==> src/rtl/wb_pkg.sv <==
// Shared Wishbone B4 definitions for the SoC fabric.
// Cycle-type / burst-type codes and the response bundle.
package wb_pkg;

  localparam logic [2:0] CTI_CLASSIC = 3'b000;
  localparam logic [2:0] CTI_CONST   = 3'b001;
  localparam logic [2:0] CTI_INCR    = 3'b010;
  localparam logic [2:0] CTI_EOB     = 3'b111;

  localparam logic [1:0] BTE_LINEAR  = 2'b00;
  localparam logic [1:0] BTE_WRAP4   = 2'b01;
  localparam logic [1:0] BTE_WRAP8   = 2'b10;
  localparam logic [1:0] BTE_WRAP16  = 2'b11;

  typedef struct packed {
    logic ack;
    logic err;
    logic rty;
  } wb_resp_t;

endpackage

==> src/rtl/wb_rr_arbiter.sv <==
// Registered round-robin arbiter; grant held while owner keeps cyc.
// Ports: clk_i, rst_ni, cyc[MASTERS] in; gnt_valid, gnt_idx (one-hot) out.
module wb_rr_arbiter
  import wb_pkg::*;
#(
  parameter int MASTERS = 2
) (
  input  logic               clk_i,
  input  logic               rst_ni,
  input  logic [MASTERS-1:0] cyc,
  output logic               gnt_valid,
  output logic [MASTERS-1:0] gnt_idx
);

  localparam int IW = (MASTERS > 1) ? $clog2(MASTERS) : 1;

  logic [IW-1:0]      last_idx;
  logic [IW-1:0]      pick;
  logic [MASTERS-1:0] pick_oh;
  logic               found;
  logic               hold;

  // Two passes emulate a wrap-around search starting at last_idx+1.
  always_comb begin
    found   = 1'b0;
    pick    = '0;
    pick_oh = '0;
    for (int m = 0; m < MASTERS; m++) begin
      if (!found && cyc[m] && (m > int'(last_idx))) begin
        found      = 1'b1;
        pick       = IW'(m);
        pick_oh[m] = 1'b1;
      end
    end
    for (int m = 0; m < MASTERS; m++) begin
      if (!found && cyc[m] && (m <= int'(last_idx))) begin
        found      = 1'b1;
        pick       = IW'(m);
        pick_oh[m] = 1'b1;
      end
    end
  end

  assign hold = gnt_valid && (|(gnt_idx & cyc));

  always_ff @(posedge clk_i or negedge rst_ni) begin
    if (!rst_ni) begin
      gnt_valid <= 1'b0;
      gnt_idx   <= '0;
      last_idx  <= IW'(MASTERS - 1);
    end else if (!hold) begin
      gnt_valid <= found;
      gnt_idx   <= pick_oh;
      if (found) begin
        last_idx <= pick;
      end
    end
  end

endmodule

==> src/rtl/wb_interconnect_nxm.sv <==
// Shared-bus N x M Wishbone B4 interconnect with RR arbitration,
// base/mask decode, unmapped-address error and stall watchdog.
// Ports: wbm_* master side (packed per master), wbs_* slave side.
module wb_interconnect_nxm
  import wb_pkg::*;
#(
  parameter int MASTERS        = 2,
  parameter int SLAVES         = 2,
  parameter int ADDR_WIDTH     = 24,
  parameter int DATA_WIDTH     = 8,
  parameter int SEL_WIDTH      = DATA_WIDTH / 8,
  parameter logic [SLAVES*ADDR_WIDTH-1:0] SLAVE_BASE = '0,
  parameter logic [SLAVES*ADDR_WIDTH-1:0] SLAVE_MASK = '0,
  parameter int TIMEOUT_CYCLES = 255
) (
  input  logic                            clk_i,
  input  logic                            rst_ni,
  input  logic [MASTERS-1:0]              wbm_cyc_i,
  input  logic [MASTERS-1:0]              wbm_stb_i,
  input  logic [MASTERS-1:0]              wbm_we_i,
  input  logic [MASTERS*ADDR_WIDTH-1:0]   wbm_adr_i,
  input  logic [MASTERS*SEL_WIDTH-1:0]    wbm_sel_i,
  input  logic [MASTERS*DATA_WIDTH-1:0]   wbm_dat_i,
  input  logic [MASTERS*3-1:0]            wbm_cti_i,
  input  logic [MASTERS*2-1:0]            wbm_bte_i,
  output logic [MASTERS-1:0]              wbm_ack_o,
  output logic [MASTERS-1:0]              wbm_err_o,
  output logic [MASTERS-1:0]              wbm_rty_o,
  output logic [DATA_WIDTH-1:0]           wbm_dat_o,
  output logic [SLAVES-1:0]               wbs_cyc_o,
  output logic [SLAVES-1:0]               wbs_stb_o,
  output logic [ADDR_WIDTH-1:0]           wbs_adr_o,
  output logic                            wbs_we_o,
  output logic [SEL_WIDTH-1:0]            wbs_sel_o,
  output logic [DATA_WIDTH-1:0]           wbs_dat_o,
  output logic [2:0]                      wbs_cti_o,
  output logic [1:0]                      wbs_bte_o,
  input  logic [SLAVES-1:0]               wbs_ack_i,
  input  logic [SLAVES-1:0]               wbs_err_i,
  input  logic [SLAVES-1:0]               wbs_rty_i,
  input  logic [SLAVES*DATA_WIDTH-1:0]    wbs_dat_i
);

  localparam int AW = ADDR_WIDTH;
  localparam int DW = DATA_WIDTH;
  localparam int SW = SEL_WIDTH;
  localparam bit WD_EN = (TIMEOUT_CYCLES > 0);
  localparam int CW = WD_EN ? $clog2(TIMEOUT_CYCLES + 1) : 1;
  localparam logic [CW-1:0] TMAX = CW'(TIMEOUT_CYCLES);

  logic               gnt_valid;
  logic [MASTERS-1:0] gnt_idx;

  logic          s_cyc;
  logic          s_stb;
  logic          s_we;
  logic [AW-1:0] s_adr;
  logic [SW-1:0] s_sel;
  logic [DW-1:0] s_dat;
  logic [2:0]    s_cti;
  logic [1:0]    s_bte;

  logic [SLAVES-1:0] hit;
  logic              hit_any;
  wb_resp_t          sresp;
  logic [DW-1:0]     rdata;

  logic          strobed;
  logic          dec_err_q;
  logic          to_err_q;
  logic [CW-1:0] wd_cnt;
  logic          m_err;
  logic          any_resp;

  wb_rr_arbiter #(
    .MASTERS(MASTERS)
  ) u_arb (
    .clk_i    (clk_i),
    .rst_ni   (rst_ni),
    .cyc      (wbm_cyc_i),
    .gnt_valid(gnt_valid),
    .gnt_idx  (gnt_idx)
  );

  // AND-OR mux over the one-hot grant; idle bus reads as all zero.
  always_comb begin
    s_cyc = 1'b0;
    s_stb = 1'b0;
    s_we  = 1'b0;
    s_adr = '0;
    s_sel = '0;
    s_dat = '0;
    s_cti = '0;
    s_bte = '0;
    for (int m = 0; m < MASTERS; m++) begin
      if (gnt_valid && gnt_idx[m]) begin
        s_cyc |= wbm_cyc_i[m];
        s_stb |= wbm_stb_i[m];
        s_we  |= wbm_we_i[m];
        s_adr |= wbm_adr_i[m*AW +: AW];
        s_sel |= wbm_sel_i[m*SW +: SW];
        s_dat |= wbm_dat_i[m*DW +: DW];
        s_cti |= wbm_cti_i[m*3 +: 3];
        s_bte |= wbm_bte_i[m*2 +: 2];
      end
    end
  end

  assign wbs_adr_o = s_adr;
  assign wbs_we_o  = s_we;
  assign wbs_sel_o = s_sel;
  assign wbs_dat_o = s_dat;
  assign wbs_cti_o = s_cti;
  assign wbs_bte_o = s_bte;

  // Decode only inside an active cycle so an idle zero address
  // never selects a slave or leaks its read data.
  always_comb begin
    hit     = '0;
    hit_any = 1'b0;
    for (int s = 0; s < SLAVES; s++) begin
      if (!hit_any && s_cyc &&
          ((s_adr & SLAVE_MASK[s*AW +: AW]) ==
           SLAVE_BASE[s*AW +: AW])) begin
        hit[s]  = 1'b1;
        hit_any = 1'b1;
      end
    end
  end

  assign wbs_cyc_o = hit & {SLAVES{s_cyc}};
  assign wbs_stb_o = hit & {SLAVES{s_stb}};

  always_comb begin
    sresp = '0;
    rdata = '0;
    for (int s = 0; s < SLAVES; s++) begin
      if (hit[s]) begin
        sresp.ack |= wbs_ack_i[s];
        sresp.err |= wbs_err_i[s];
        sresp.rty |= wbs_rty_i[s];
        rdata     |= wbs_dat_i[s*DW +: DW];
      end
    end
  end

  assign strobed  = s_cyc & s_stb;
  assign m_err    = sresp.err | dec_err_q | to_err_q;
  assign any_resp = sresp.ack | sresp.rty | m_err;

  // dec_err_q self-clears so a held strobe sees one pulse
  // per attempt rather than a continuous error.
  always_ff @(posedge clk_i or negedge rst_ni) begin
    if (!rst_ni) begin
      dec_err_q <= 1'b0;
    end else begin
      dec_err_q <= strobed && !hit_any && !dec_err_q;
    end
  end

  // Own err pulse counts as a response, so the count restarts
  // from zero after each timeout.
  always_ff @(posedge clk_i or negedge rst_ni) begin
    if (!rst_ni) begin
      wd_cnt   <= '0;
      to_err_q <= 1'b0;
    end else if (!WD_EN || !strobed || !hit_any || any_resp) begin
      wd_cnt   <= '0;
      to_err_q <= 1'b0;
    end else if (wd_cnt == TMAX) begin
      wd_cnt   <= '0;
      to_err_q <= 1'b1;
    end else begin
      wd_cnt   <= wd_cnt + 1'b1;
      to_err_q <= 1'b0;
    end
  end

  assign wbm_ack_o = gnt_idx & {MASTERS{gnt_valid & sresp.ack}};
  assign wbm_err_o = gnt_idx & {MASTERS{gnt_valid & m_err}};
  assign wbm_rty_o = gnt_idx & {MASTERS{gnt_valid & sresp.rty}};
  assign wbm_dat_o = rdata;

endmodule

==> config.mk <==
export PLATFORM = sky130hd
export DESIGN_NAME = wb_interconnect_nxm
export DESIGN_NICKNAME = d
export VERILOG_FILES = /design/src/rtl/wb_pkg.sv /design/src/rtl/wb_rr_arbiter.sv /design/src/rtl/wb_interconnect_nxm.sv
export SDC_FILE = /design/constraint.sdc
export NUM_CORES = 1
export LEC_CHECK = 0
export ABC_AREA = 1
export ABC_CLOCK_PERIOD_IN_PS = 1670
export CELL_PAD_IN_SITES_DETAIL_PLACEMENT = 1
export CELL_PAD_IN_SITES_GLOBAL_PLACEMENT = 2
export CORE_UTILIZATION = 11
export CTS_CLUSTER_SIZE = 40
export DETAILED_ROUTE_END_ITERATION = 12
export MAX_ROUTING_LAYER = met4
export PLACE_DENSITY = 0.86
export SLEW_MARGIN = 5
export SYNTH_ARGS = -nofsm -noshare
export SYNTH_HDL_FRONTEND = slang
export SYNTH_SLANG_ARGS = --single-unit
==> constraint.sdc <==
create_clock -name clk_i -period 1.67 [get_ports clk_i]
set_input_delay 0.4175 -clock clk_i [delete_from_list [all_inputs] [get_ports clk_i]]
set_output_delay 0.4175 -clock clk_i [all_outputs]
set_load 0.005 [all_outputs]
==> results.ini, run 1 <==
[outcome]
outcome = finished with violations
failed_checks = negative setup slack

[synth]
avgSynthCellArea_sq_um = 5.99
synth_top_cell_by_area = nand3_1
yosysSeqAreaShare = 0.241
yosysWarnings = 0
synthTopCellsByArea = nand3_1 28%, dfrtp_1 22%, nand2_1 14%
syn_area_sq_mm = 0.00146
yosys.area.top_type_share = 0.281
synth-seq-cells = 14
synthCells = 244
ys_types = 25

[clocking]
clk_latency_ns = 0.24
clockBufferDepth = 2
clk_root_buffer_cell = clkbuf_16
cts_tree = done
htree_levels = 1
clk_pin_slew_ns = 0.05
clock-sinks = 14
cts_buffers = 3

[power]
power_density_mw_per_mm2 = 670
power_leakage_nw = 1.94
swShare = 0.358
internal-power_mw = 1.82
seqPwrFrac = 0.136
switching_power_mw = 1.01
p_clk_frac = 0.177
vdd_ir_drop_max_uv = 471
combPwrFrac = 0.686

[cells_and_area]
layout-drive-gt1-share = 0.501
final_util = 0.331
layout.cells.non_filler = 610
finalInstanceArea_sq_mm = 0.00423
regArea_sq_um = 354
syn_to_final_growth_pct = 189
nets = 545
multiInputGateArea_sq_mm = 0.00139
fill_cells = 1485

[critical_path]
cp.arrival_ns = 1.44
rr_worst_depth = 10
worstPathCellList = buf_12 > buf_12 > buf_12 > buf_8 > nand3_1 > nand2_1 > buf_2
cp-start-kind = register
cp_common_cell = buf_12
path_buf_inv = 5
crit_family = buffers and inverters
rrSetupSlack_ns = 0.09
r2r_start = u_arb.gnt_valid
r2r-end = u_arb.gnt_idx[1]
crit_end = wbs_adr_o[14]
crit_type = register to output pin
path_max_fanout = 8
worst_path_max_delay_cell = dfrtp_2
worstSetupEndpointType = output pin
path_depth = 7
crit_start = u_arb.gnt_valid
worstPathRequired_ns = 1.25
max_stage_delay_ns = 0.43

[floorplanning]
rows = 41
io_pins = 163
coreArea_sq_mm = 0.0128
initial_utilization = 0.114
die_area_sq_mm = 0.0137
chipHeight_um = 117
dieWidth_um = 117

[timing]
final-setup-viol-count = 49
clock.fmax_ghz = 0.537
finalWorstSetupSlack_ns = -0.192
min_period_ns = 1.86
clock_skew_ns = 0.00168
tns_ns = -5.88
hold_violations = 0
maxSlewViolCount = 0
min_period_over_period = 1.11
rsz0062_at_grt = true

[drt]
drt_pass1_iterations = 4
ant_nets = 0
drt_iter0_markers = 82
wirelength_um = 9110
via_per_inst = 4.00
drc = 0
avgRoutedWirePerCell_um = 14.9
via_count = 2440

[placement]
routabilityCongestion = 0.699
dp_slack_ns = -0.747
hpwl_um = 6480
port_buffers = 149
place_inst = 572
dpl_cell_area_sq_mm = 0.00334

[grt]
grt_max_degree = 15
grt_pass1_vias = 2558
grtUsageTotal = 0.120
grt_pass1_wl_um = 12500
antenna_found_initial = 1
grt_overflow = 0

[min_path]
hold_class = register to register

[flow_run]
drv_cap = 0

[cells in the mapped netlist]
cell type  number
nor2_4          1
nand2_4         1
ha_1            1
nor2_2          5
o21ai_0         5
dfrtp_1        13
a31o_2          1
buf_4           7
a21oi_1         1
nand2_2         2
nor2_1         22
buf_1           4
inv_1          17
o211ai_1        1
dfstp_2         1
inv_2           2
nand4_1         2
nand2_1        55
nand3_2         4
nand3_1        82
xnor2_1         2
conb_1          1
buf_2           8
xor2_1          2
clkbuf_1        4
[logic make-up (layout without fill, tap and decap cells)]
group                      Yosys count  after routing  share of synthesized area
adders and majority gates            1              1                    0.00856
and+or+nand+nor                    174            174                      0.560
other                                1              4                    0.00257
xor gates and xnor gates             4              4                     0.0240
AOI/OAI and AO/OA                    8              8                     0.0317
DFF                                 14             14                      0.241
buffers and inverters               42            233                      0.133
[sequential cells by signal (all words and copies together) (netlist names)]
signal / flops
dec_err_q: 1
to_err_q: 1
u_arb.gnt_idx: 2
u_arb.gnt_valid: 1
u_arb.last_idx: 1
wd_cnt: 8
[power by group through the flow]
stage,clock [mW],combinational [mW],sequential [mW]
2_1_floorplan,0,0.492,0.376
3_3_place_gp,0,1.43,0.387
3_5_place_dp,0,1.47,0.388
4_1_cts,0.517,1.78,0.387
5_1_grt,0.534,2.08,0.389
6_report,0.502,1.94,0.386
[worst register-to-register path: stages (launching register included)]
cell	delay, ns
dfrtp_2	0.39
buf_12	0.12
buf_8	0.11
nand3_4	0.07
nand2_4	0.10
buf_12	0.14
clkinv_8	0.06
buf_4	0.12
buf_4	0.13
o211ai_1	0.09
o21ai_0	0.12
[worst min-delay path by stage]
stage | from | endpoint | slack [ns] | cells past startpoint
final | wd_cnt[0] | wd_cnt[0] | 0.47 | 1
after CTS | wd_cnt[0] | wd_cnt[0] | 0.48 | 1
after detailed placement | wd_cnt[0] | wd_cnt[0] | 0.48 | 1
after global routing | wd_cnt[0] | wd_cnt[0] | 0.49 | 1
after floorplan | rst_ni | dec_err_q | 0.12 | 0
after global placement | wd_cnt[0] | wd_cnt[0] | 0.46 | 1
[cells in the final DEF (no fill, tap or decap), types with 4 or more instances in the layout]
cell / instances
inv_1: 16
buf_6: 18
clkbuf_16: 4
buf_4: 20
nor2_4: 8
nand2_4: 5
o21ai_0: 5
clkdlybuf4s50_1: 91
dfrtp_1: 11
buf_2: 50
nor2_2: 11
buf_16: 5
buf_12: 12
nand3_2: 49
nand2_2: 9
nand2_1: 44
buf_8: 9
nand3_4: 10
nor2_1: 9
nand3_1: 27
[per-layer routing]
metal	global-route usage	vias up	wire length [um]
met2	0.244	87	5020
met4	0.0135	0	76
li1	-	1180	-
met3	0.0319	6	741
met5	-	-	0
met1	0.114	1167	3270
[cell type report]
cell class | instances | share of cell area
repair inverters | 1 | 0.00385
well taps | 172 | 0.0509
clock buffers | 4 | 0.0210
repair buffers | 209 | 0.492
flip-flops and latches | 14 | 0.0838
multi-input cells | 190 | 0.328
inverters | 19 | 0.0198
diodes | 1 | 0.000592
[stage by stage]
step,power [mW],hold WS (ns)
2_1_floorplan,0.868,0.122
3_3_place_gp,1.82,0.455
3_5_place_dp,1.86,0.476
4_1_cts,2.68,0.484
5_1_grt,3.00,0.495
6_report,2.83,0.474
[what timing repair did]
item                                    4_1_cts  5_1_grt
pin swaps                                    29       23
setup buffers                                23        4
endpoints found under the setup margin       55       59
hold buffers                                  0        0
gates cloned                                  7        1
resized for setup                           333       51
Power figures use the tool's default switching activity.
==> run 2: changes to the inputs <==
- CORE_UTILIZATION: 11 -> 12
- CTS_BUF_LIST: unset -> sky130_fd_sc_hd__clkbuf_8
- PLACE_DENSITY: 0.86 -> 0.92
==> run 2 against run 1 <==
  * Via count increased by 2.8%
  * Worst setup slack got worse by 0.0085 ns
  * Sequential share of layout area about the same
  * Maximum frequency decreased by 0.46%
  * Register-to-register slack improved by 0.03 ns
  * The flow still finishes with violations (negative setup slack)
  * Clock power decreased by 33%
  * First-iteration DRC count decreased by 15%
  * Critical path depth unchanged
  * Sequential power increased by 2%
  * Highest routed layer unchanged
  * Sequential cell count unchanged
  * Core utilization increased by 3.1 points
  * Critical endpoint is now wbs_cti_o[0]
==> results.ini, run 2 (same netlist as run 1, synthesis figures left out) <==
[outcome]
outcome = finished with violations
failed_checks = negative setup slack

[grt]
grt_max_degree = 17
grt_pass1_wl_um = 14500
grtUsageTotal = 0.149
grt_overflow = 0
grt_pass1_vias = 2740
antenna_found_initial = 0

[timing]
clock.fmax_ghz = 0.535
finalWorstSetupSlack_ns = -0.200
min_period_over_period = 1.12
rsz0062_at_grt = true
clock_skew_ns = 0.000671
whs_ns = 0.467
maxSlewViolCount = 0
hold_violations = 0
final-setup-viol-count = 49
min_period_ns = 1.87

[clocking]
cts_tree = done
clock-sinks = 14
htree_levels = 1
clk_pin_slew_ns = 0.06
clk_root_buffer_cell = clkbuf_8
clk_latency_ns = 0.25
cts_buffers = 3
clockBufferDepth = 2

[critical_path]
rrSetupSlack_ns = 0.12
worstPathRequired_ns = 1.25
worstSetupEndpointType = output pin
r2r_start = u_arb.gnt_idx[1]
r2r-end = wd_cnt[2]
cp.arrival_ns = 1.45
path_max_fanout = 4
rr_worst_depth = 10
crit_end = wbs_cti_o[0]
crit_start = u_arb.gnt_idx[1]
crit_type = register to output pin
cp-start-kind = register

[floorplanning]
chipHeight_um = 112
die_area_sq_mm = 0.0126
rows = 39
coreArea_sq_mm = 0.0117
io_pins = 163
dieWidth_um = 112
initial_utilization = 0.125

[drt]
ant_nets = 0
avgRoutedWirePerCell_um = 16.1
wirelength_um = 9460
drt_pass1_iterations = 4
drt_iter0_markers = 70
via_count = 2509
via_per_inst = 4.27
drc = 0

[cells_and_area]
layout_commonest_cell = clkdlybuf4s50_1
syn_to_final_growth_pct = 189
layout_common_cells = 92 x clkdlybuf4s50_1, 53 x nand3_2, 49 x buf_2
regMostFlops = wd_cnt
largest_register_ffs = 8
reg_top3 = wd_cnt: 8 flops, u_arb.gnt_idx: 2 flops
layout-drive-gt1-share = 0.517
nets = 553
diodes = 0

[power]
vdd_ir_drop_max_uv = 357
power_leakage_nw = 1.95
internal-power_mw = 1.76
power_density_mw_per_mm2 = 667
switching_power_mw = 1.05
p_clk_frac = 0.119
finalPower_mw = 2.81
combPwrFrac = 0.741
swShare = 0.372
seqPwrFrac = 0.139

[placement]
hpwl_um = 5780
dp_slack_ns = -0.705
port_buffers = 149
routabilityCongestion = 0.760

[min_path]
hold_class = register to register
hp-start = wd_cnt[0]

[flow_run]
drv_cap = 0

run 2: final cells by class:
class                           instances  area (sq um)
Clock buffer                            4          55.1
Fill cell                            1364          7440
Inverter                               19          81.3
Multi-Input combinational cell        190          1400
Sequential cell                        14           355
Tap cell                              143           179
Timing Repair Buffer                  217          2150
Timing Repair inverter                  1          6.26
run 2: metrics by stage:
stage | utilization | instance area (sq um) | TNS, ns | instances
after floorplan | - | 1470 | 0 | 246
after CTS | 0.343 | 4000 | -5.37 | 585
after global placement | 0.287 | 3340 | -20.27 | 545
final | 0.362 | 4220 | -5.66 | 588
after detailed placement | 0.287 | 3340 | -21.59 | 545
after global routing | 0.362 | 4220 | -8.09 | 588
run 2: worst max-delay path, cell delays in order, from the launching register on:
cell     delay, ns
dfrtp_2       0.44
buf_12        0.15
buf_6         0.12
buf_6         0.11
buf_6         0.12
nand3_2       0.05
nand2_1       0.07
buf_2         0.13
run 2: how the worst min path moves through the flow:
| stage | to | slack [ns] | depth (start not counted) |
|---|---|---|---|
| finish | wd_cnt[0] | 0.47 | 1 |
| global route | wd_cnt[0] | 0.48 | 1 |
| CTS | wd_cnt[0] | 0.47 | 1 |
| detailed placement | wd_cnt[0] | 0.46 | 1 |
| global placement | wd_cnt[0] | 0.46 | 1 |
| floorplan | dec_err_q | 0.12 | 0 |
run 2: layer usage:
| metal | up-vias | share of wire | global-route usage |
|---|---|---|---|
| met3 | 9 | 0.052 | 0.0205 |
| met2 | 94 | 0.55 | 0.292 |
| li1 | 1203 | - | - |
| met5 | - | 0 | - |
| met1 | 1203 | 0.39 | 0.156 |
| met4 | 0 | 0.011 | 0.0356 |
run 2: power groups by stage:
stage / combinational, mW / clock [mW] / sequential [mW]
finish: 2.09 / 0.335 / 0.392
global placement: 1.46 / 0 / 0.397
CTS: 1.87 / 0.344 / 0.390
global route: 2.23 / 0.352 / 0.395
floorplan: 0.492 / 0 / 0.376
detailed placement: 1.48 / 0 / 0.400
run 2: repair_timing:
action,in CTS,in global routing
hold buffers,0,0
gates resized for setup,340,50
cloned,8,0
pin swaps,29,23
setup endpoints to repair,55,57
buffers inserted,33,9
